$ cat src/rtl/rbi_tlb_cmd_inject.sv
// rbi_tlb_cmd_inject
// Queues CPU-issued LDTLB/INVTLB commands and merges them into the L1->TLB
// ringbus request stream by replacing IDLE slots. L1 traffic passes through
// with one registered cycle of latency and is never dropped or reordered.
module rbi_tlb_cmd_inject #(
   parameter int DEPTH      = 4,
   parameter int GAP        = 1,
   parameter int STARVE_LIM = 16
) (
   input  logic          clock,
   input  logic          reset,

   input  logic [47:0]   regInAddr,
   input  logic [127:0]  regInData,
   input  logic [15:0]   regInOpm,
   input  logic [15:0]   regInSeq,
   input  logic          regInHold,

   input  logic          regInCmdValid,
   input  logic [7:0]    regInCmdOpm,
   input  logic [127:0]  regInCmdData,
   output logic          regOutCmdReady,
   output logic          regOutCmdErr,

   output logic [47:0]   regOutAddr,
   output logic [127:0]  regOutData,
   output logic [15:0]   regOutOpm,
   output logic [15:0]   regOutSeq,
   output logic          regOutWantSlot,
   output logic [15:0]   regOutInjCnt
);

   localparam logic [7:0] JX2_RBI_OPM_IDLE   = 8'h00;
   localparam logic [7:0] JX2_RBI_OPM_LDTLB  = 8'h1C;
   localparam logic [7:0] JX2_RBI_OPM_INVTLB = 8'h1D;

   localparam int PW = (DEPTH > 1) ? $clog2(DEPTH) : 1;
   localparam int CW = PW + 1;
   localparam int GW = (GAP > 0) ? $clog2(GAP + 1) : 1;
   localparam int SW = (STARVE_LIM > 0) ? $clog2(STARVE_LIM + 1) : 1;

   localparam logic [CW-1:0] COUNT_FULL = CW'(DEPTH);
   localparam logic [GW-1:0] GAP_LOAD   = GW'(GAP);
   localparam logic [SW-1:0] STARVE_MAX = SW'(STARVE_LIM);

   // Command storage (data path only, no reset needed)
   logic [7:0]    cmdOpmQ  [DEPTH];
   logic [127:0]  cmdDataQ [DEPTH];

   logic [PW-1:0] wrPtr;
   logic [PW-1:0] rdPtr;
   logic [CW-1:0] count;
   logic [GW-1:0] gapCnt;
   logic [SW-1:0] starveCnt;

   logic          cmdAccept;
   logic          cmdLegal;
   logic          doPush;
   logic          nonEmpty;
   logic          doInject;
   logic [7:0]    headOpm;
   logic [127:0]  headData;
   logic [47:0]   injAddr;
   logic [CW-1:0] countNext;
   logic [SW-1:0] starveNext;
   logic [GW-1:0] gapNext;

   assign regOutCmdReady = (count != COUNT_FULL);

   // Push/pop decisions and next-state values for the counters
   always_comb begin
      cmdAccept  = regInCmdValid && regOutCmdReady;
      cmdLegal   = (regInCmdOpm == JX2_RBI_OPM_LDTLB) ||
                   (regInCmdOpm == JX2_RBI_OPM_INVTLB);
      doPush     = cmdAccept && cmdLegal;
      nonEmpty   = (count != '0);
      doInject   = !regInHold && nonEmpty &&
                   (regInOpm[7:0] == JX2_RBI_OPM_IDLE) && (gapCnt == '0);
      headOpm    = cmdOpmQ[rdPtr];
      headData   = cmdDataQ[rdPtr];
      injAddr    = (headOpm == JX2_RBI_OPM_LDTLB) ? headData[111:64] : '0;

      countNext  = count;
      if (doPush && !doInject)
         countNext = count + CW'(1);
      else if (!doPush && doInject)
         countNext = count - CW'(1);

      gapNext    = gapCnt;
      starveNext = starveCnt;
      if (!regInHold) begin
         if (doInject)
            gapNext = GAP_LOAD;
         else if (gapCnt != '0)
            gapNext = gapCnt - GW'(1);

         if (doInject || !nonEmpty)
            starveNext = '0;
         else if (starveCnt != STARVE_MAX)
            starveNext = starveCnt + SW'(1);
      end
   end

   // FIFO storage write
   always_ff @(posedge clock) begin
      if (doPush) begin
         cmdOpmQ[wrPtr]  <= regInCmdOpm;
         cmdDataQ[wrPtr] <= regInCmdData;
      end
   end

   // FIFO pointers, occupancy, gap/starve counters and error pulse
   always_ff @(posedge clock or posedge reset) begin
      if (reset) begin
         wrPtr          <= '0;
         rdPtr          <= '0;
         count          <= '0;
         gapCnt         <= '0;
         starveCnt      <= '0;
         regOutCmdErr   <= 1'b0;
         regOutWantSlot <= 1'b0;
      end else begin
         if (doPush)
            wrPtr <= wrPtr + PW'(1);
         if (doInject)
            rdPtr <= rdPtr + PW'(1);
         count          <= countNext;
         gapCnt         <= gapNext;
         starveCnt      <= starveNext;
         regOutCmdErr   <= cmdAccept && !cmdLegal;
         // Registered from next-state so it tracks the starve counter exactly
         regOutWantSlot <= (starveNext == STARVE_MAX) && (countNext != '0);
      end
   end

   // Output stream register: inject a queued command or pass the L1 slot
   always_ff @(posedge clock or posedge reset) begin
      if (reset) begin
         regOutAddr   <= '0;
         regOutData   <= '0;
         regOutOpm    <= '0;
         regOutSeq    <= '0;
         regOutInjCnt <= '0;
      end else if (!regInHold) begin
         if (doInject) begin
            regOutAddr   <= injAddr;
            regOutData   <= headData;
            regOutOpm    <= {8'h00, headOpm};
            regOutSeq    <= '0;
            regOutInjCnt <= regOutInjCnt + 16'd1;
         end else begin
            regOutAddr   <= regInAddr;
            regOutData   <= regInData;
            regOutOpm    <= regInOpm;
            regOutSeq    <= regInSeq;
         end
      end
   end

endmodule

$ cat config.mk
export PLATFORM = sky130hd
export DESIGN_NAME = rbi_tlb_cmd_inject
export DESIGN_NICKNAME = d
export VERILOG_FILES = /design/src/rtl/rbi_tlb_cmd_inject.sv
export SDC_FILE = /design/constraint.sdc
export NUM_CORES = 1
export LEC_CHECK = 0
export ABC_AREA = 1
export CORE_UTILIZATION = 40
export CTS_CLUSTER_DIAMETER = 150
export DETAILED_ROUTE_END_ITERATION = 10
export SYNTH_ARGS = -nofsm -noshare
export SYNTH_HDL_FRONTEND = slang
export SYNTH_SLANG_ARGS = --single-unit
export TNS_END_PERCENT = 30
$ cat constraint.sdc
create_clock -name clock -period 10.8 [get_ports clock]
set_input_delay 2.16 -clock clock [delete_from_list [all_inputs] [get_ports clock]]
set_output_delay 2.16 -clock clock [all_outputs]
set_load 0.01 [all_outputs]
==> metrics, run 1 <==
Synth Warn # 0; CTS tree done; Layout area overhead 30.2%; critical path peak fanout 43; Ports 575; final instance area 40,400 sq um; Hold/Removal Path Class register to register; CP startpoint kind input port; cts bufs inserted 84; Cell variety after synth 32; Initial DRC Count 1,545; grt ovf 0; cells on worst reg2reg path 8; DR vias/cell 5.32; Clk Latency, worst-skew pair 630 ps; post-DP HPWL 58,000 microns; Post-synth EDFFs 544; crit path kind input port to register; clk slew on worst S/H paths 60 ps; DRC 0; P_leak 14.7 nW; Non-Filler Instances 4,260; Setup TNS Final 0 ps; Port Buffer Count 574; final setup vio count 0; hold path cells 2; Via Count 22.7k; RSZ-0062 raised after global routing no; Die X 281 microns; drt pass-1 iters 7; Slew Viols, Final 0; worst-margin pin slew 1140 ps; Final Skew 28.5 ps; synth top area cells edfxtp_1, dfrtp_1, nor2_1; Synthesized Nets 3,007; crit path DAT 5610 ps; Synth top area share 52.6%; Die ar. 78,700 sq um; Placement Setup Slack 4720 ps; DP Area 37,600 sq um; GRT Total Usage 23.0%; post-synthesis sequential area ratio 71.9%; fin util 52.9%; post_cts resized 0; most frequent cell after synthesis edfxtp_1; pin count of the biggest net entering global routing 184; routed length per instance 21.7 microns; worst setup margin 5430 ps; Final Power 6.95 mW; post-synthesis cell count 2,649; first-pass GRT wire length 137,000 microns; R2R Setup Slk 6800 ps; Post-synth top cells edfxtp_1, nor2_1, a21oi_1, o21ai_0, nand2_1; Starting Density 40.7%; Critical Path RT 11,040 ps; ys async rst share 30.5%; CP Capture Type register; Syn Area/Cell 11.7 sq um; Hold Crit Endpoint regOutSeq[14]; Post-Syn Area 31,000 sq um; vias in the first global route 22.6k; Min Hold Slack 476 ps; Final GP Congestion 0.828; NumNets Final 3,514; Post-CTS Hold Fix Bufs 0; dpl cells 4,100; largest area contributor in the synthesized netlist edfxtp_1; Site Rows 101; slew margin rel. 23.8%; Top FF cell, synth edfxtp_1; Core ar. 76,300 sq um; Reg-to-Reg Start rdPtr[1]; Longest Clk Path Bufs 3; clock sink total 783; FILL cells 6,622; Fmax 0.186 GHz; share of cells above drive strength 1 5.39%; antenna viol nets, final 0; CTS root buf clkbuf_16; Die H 281 microns; minimum clock period 5370 ps; Peak VDD IR 0.000107 V; Worst Min Path Start regOutSeq[14]; Setup Buffers After CTS 0; reg2reg end regOutAddr[27]; Seq cells post-synth 783; H-tree levels 3; cell area power density 172 nW/um^2; Final Hold Viols 0; final wirelength 92,500 microns; Tcrit/Tclk final 49.7%; number of max-cap violations 0; initial antenna violation count 18; outcome completed
worst max-delay path, cell delays in order:
cell and delay, ps:
clkdlybuf4s50_1 550, nand2_1 110, nor2_1 180, nand3_1 500
nor2_4 830, buf_4 540, buf_4 620
layout by cell type, fill, tap and decap left out, types with 3 or more instances in the layout:
master | Yosys | routed
clkdlybuf4s50_1 | 0 | 573
edfxtp_1 | 544 | 544
nor2_1 | 479 | 474
a21oi_1 | 359 | 359
o21ai_0 | 262 | 262
nand2_1 | 258 | 258
dfrtp_1 | 239 | 237
o22ai_1 | 130 | 130
clkbuf_16 | 0 | 88
nand3b_1 | 49 | 49
nand3_1 | 45 | 45
inv_1 | 38 | 36
buf_4 | 9 | 30
clkbuf_1 | 116 | 19
clkinv_2 | 0 | 16
o21ai_1 | 13 | 13
clkinv_1 | 1 | 13
xor2_1 | 11 | 11
ha_1 | 10 | 10
clkbuf_8 | 0 | 9
bufinv_16 | 0 | 8
xnor2_1 | 7 | 7
nor2_4 | 0 | 7
nand4_1 | 6 | 6
nor3_1 | 3 | 3
inv_6 | 0 | 3
per-layer routing:
| metal | GRT usage (%) | part of all wire [%] |
|---|---|---|
| met4 | 6.63 | 2.2 |
| met5 | 0 | 0.24 |
| met1 | 29.6 | 41 |
| met2 | 38.5 | 49 |
| met3 | 5.59 | 7.3 |
worst max path at each step:
stage,slack (ps),end,start
6_report,5430,cmdDataQ[3][87],regInCmdOpm[2]
2_1_floorplan,1850,cmdDataQ[0][0],regInCmdOpm[6]
3_3_place_gp,4740,cmdDataQ[3][87],regInCmdOpm[5]
5_1_grt,5230,cmdDataQ[3][74],regInCmdOpm[1]
3_5_place_dp,4720,cmdDataQ[3][94],regInCmdOpm[5]
4_1_cts,5370,cmdDataQ[3][80],regInCmdOpm[5]
report_power, final:
group | switching (mW) | leakage (nW) | internal [mW]
clock | 1.17 | 1.39 | 1.74
combinational | 0.338 | 5.66 | 0.330
sequential | 0.0690 | 7.64 | 3.30
kinds of logic after synthesis:
| group | synth area share, % |
|---|---|
| xor gates and xnor gates | 0.508 |
| and+or+nand+nor | 11.1 |
| AOI/OAI and AO/OA | 13.0 |
| buffers and inverters | 3.05 |
| DFF | 71.9 |
| adders and majority gates | 0.403 |
cell type report:
cell class / count / area [sq um] / share of cell area [%]
Tap cell: 1030 / 1290 / 3.19
Clock inverter: 43 / 438 / 1.08
Timing Repair Buffer: 604 / 5970 / 14.8
Clock buffer: 115 / 2380 / 5.90
Sequential cell: 783 / 22300 / 55.2
Antenna cell: 2 / 5.00 / 0.0124
Inverter: 40 / 173 / 0.427
Multi-Input combinational cell: 1643 / 7830 / 19.4
state kept, by name, summed over array words and instances, names as in the netlist, 2 cells and up:
name          cells
regOutInjCnt     16
rdPtr             2
cmdDataQ        512
regOutSeq        16
starveCnt         5
wrPtr             2
regOutData      128
regOutOpm        16
cmdOpmQ          32
count             3
regOutAddr       48
No activity file was read; power rests on OpenSTA's default activity.
==> run 2: changes to the inputs <==
--- a/config.mk
+++ b/config.mk
@@ -9,6 +9,7 @@
 export CORE_UTILIZATION = 40
 export CTS_CLUSTER_DIAMETER = 150
 export DETAILED_ROUTE_END_ITERATION = 10
+export PLACE_DENSITY = 0.66
 export SYNTH_ARGS = -nofsm -noshare
 export SYNTH_HDL_FRONTEND = slang
 export SYNTH_SLANG_ARGS = --single-unit
==> constraint.sdc (replaced) <==
create_clock -name clock -period 4.6 [get_ports clock]
set_input_delay 0.92 -clock clock [delete_from_list [all_inputs] [get_ports clock]]
set_output_delay 0.92 -clock clock [all_outputs]
set_load 0.01 [all_outputs]
==> run 2 against run 1 <==
Compared with the run above: die area unchanged; sequential cell count unchanged; critical path depth up 1; worst setup slack worse by 4000 ps; via count down 1.7%; first-iteration DRC count down 10%; critical endpoint is now regOutAddr[2]; wire length down 5.0%; critical path type is now register to register; clock power up 140%; final area up 0.67%; worst hold slack about the same; power up 140%.
==> metrics, run 2 (synthesis results as in run 1) <==
outcome completed; Die H 281 microns (unchanged); dpl cells 4,103 (+0.073%); R2R Setup Slk 1470 ps (-5330 ps); Top reg by flops cmdDataQ; DR vias/cell 5.22 (-1.9%); post-DP HPWL 53,300 microns (-8.2%); slowest stage delay, CP 600 ps (-230 ps); Post-CTS Hold Fix Bufs 0 (unchanged); worst setup margin 1470 ps (-3960 ps); cell area power density 405 nW/um^2 (+140%); Die ar. 78,700 sq um (unchanged); Fmax 0.320 GHz; clk slew on worst S/H paths 60 ps (about the same); Non-Filler Instances 4,266 (+0.14%); FILL cells 6,583 (-0.59%); Regs by FF count cmdDataQ (512), regOutData (128), regOutAddr (48); CP startpoint kind register; Critical Path RT 5160 ps (-5880 ps); pin count of the biggest net entering global routing 144 (-22%); Hold/Removal Path Class register to register; GRT Total Usage 21.8% (-1.2 points); Slew Viols, Final 0 (unchanged); cell count along the critical path 8 (+1); Final GP Congestion 0.795 (-4.0%); Final Hold Viols 0 (unchanged); DP Area 37,800 sq um (+0.48%); clock sink total 783 (unchanged); fin util 53.3% (+0.35 points); H-tree levels 3 (unchanged); Top delay family on crit path buffers and inverters; Via Count 22.3k (-1.7%); crit path DAT 3680 ps (-1930 ps); max FFs per register 512 (unchanged); Port Buffer Count 574 (unchanged); Tcrit/Tclk final 68.0%; routed length per instance 20.6 microns (-5.1%); grt ovf 0 (unchanged); CP endpoint regOutAddr[2]; initial antenna violation count 27 (+9); antenna viol nets, final 0 (unchanged); critical path's most frequent cell buf_4; slew margin rel. 27.4% (+3.6 points); crit path cell chain buf_4 -> o21ai_0 -> o22ai_2 -> nand2_1 -> nor2_4 -> buf_4 -> nand3b_1 -> a21oi_1; most frequent cells in the layout clkdlybuf4s50_1, edfxtp_1, nor2_1; cells on worst reg2reg path 8 (unchanged); crit path kind register to register; DRC 0 (unchanged); Placement Setup Slack 1070 ps (-3650 ps); slowest stage cell, crit path nor2_4; Starting Density 40.7% (unchanged); post_cts resized 0 (unchanged); final setup vio count 0 (unchanged); CTS tree done; Final Skew 25.0 ps (-3.55 ps); CP Capture Type register; critical path peak fanout 62 (+44%); worst path bufs/invs 2 (-1); first-pass GRT wire length 130,000 microns (-5.1%); P_leak 14.8 nW (+0.51%); Setup Buffers After CTS 0 (unchanged); cts bufs inserted 83 (-1.2%); Peak VDD IR 0.000249 V (+130%); number of max-cap violations 0 (unchanged); Longest Clk Path Bufs 3 (unchanged); Clk Latency, worst-skew pair 640 ps (about the same); Reg-to-Reg Start rdPtr[0]; drt pass-1 iters 7 (unchanged); final wirelength 87,900 microns (-5.0%); Die X 281 microns (unchanged); CTS root buf clkbuf_16; Core ar. 76,300 sq um (unchanged); worst-margin pin slew 1090 ps (-54.2 ps); Ports 575 (unchanged); Site Rows 101 (unchanged); RSZ-0062 raised after global routing no; Final Power 16.5 mW (+140%); reg2reg end regOutAddr[2]; final instance area 40,700 sq um (+0.67%); most common cell after layout, fill and taps aside clkdlybuf4s50_1; Initial DRC Count 1,391 (-10%); share of cells above drive strength 1 5.51% (+0.12 points); NumNets Final 3,516 (+0.057%); Setup crit start rdPtr[0]; minimum clock period 3130 ps; vias in the first global route 21.5k (-4.7%); Layout area overhead 31.1%
-- run 2: how the worst min path moves through the flow --
| stage | startpoint | to | slack (ps) | cells past startpoint |
|---|---|---|---|---|
| floorplan | gapCnt | gapCnt | 450 | 2 |
| global placement | regOutSeq[0] | regOutSeq[0] | 460 | 2 |
| detailed placement | regOutSeq[2] | regOutSeq[2] | 460 | 2 |
| CTS | regOutSeq[2] | regOutSeq[2] | 480 | 2 |
| global route | regOutSeq[5] | regOutSeq[5] | 500 | 2 |
| finish | regOutSeq[2] | regOutSeq[2] | 480 | 2 |
-- run 2: tightest hold or removal path: stages (launching register included) --
cell and delay [ps]:
dfrtp_1 340, nand2_1 50, nand2_1 50
-- run 2: area by class of cell --
type                    instances  area (sq um)  share of cell area, %
repair buffers                607          6160                   15.1
flip-flops and latches        783         22300                   54.9
multi-input cells            1643          7830                   19.2
clock inverters                54           671                   1.65
inverters                      40           169                  0.415
diodes                          7          17.5                 0.0431
well taps                    1030          1290                   3.17
clock buffers                 102          2230                   5.48
-- run 2: metrics by stage --
stage / setup TNS [ps] / hold WS [ps]
global placement: 0 / 460
global route: 0 / 500
floorplan: -469250 / 451
finish: 0 / 476
detailed placement: 0 / 464
CTS: 0 / 480
-- run 2: routing by layer --
layer  part of all wire [%]  vias to the layer above  GRT usage, %
met5                   0.28                        -             0
li1                       -                    10500             -
met3                    6.9                      156          5.82
met4                    2.7                       38          7.86
met1                     42                    11000          28.0
met2                     48                      639          35.4
-- run 2: where the power goes --
group / leakage, nW / internal (mW) / total [mW] / switching, mW
registers: 7.64 / 7.75 / 7.89 / 0.139
clock network: 1.41 / 4.21 / 7.03 / 2.81
logic: 5.71 / 0.781 / 1.57 / 0.790
total: 14.8 / 12.7 / 16.5 / 3.74
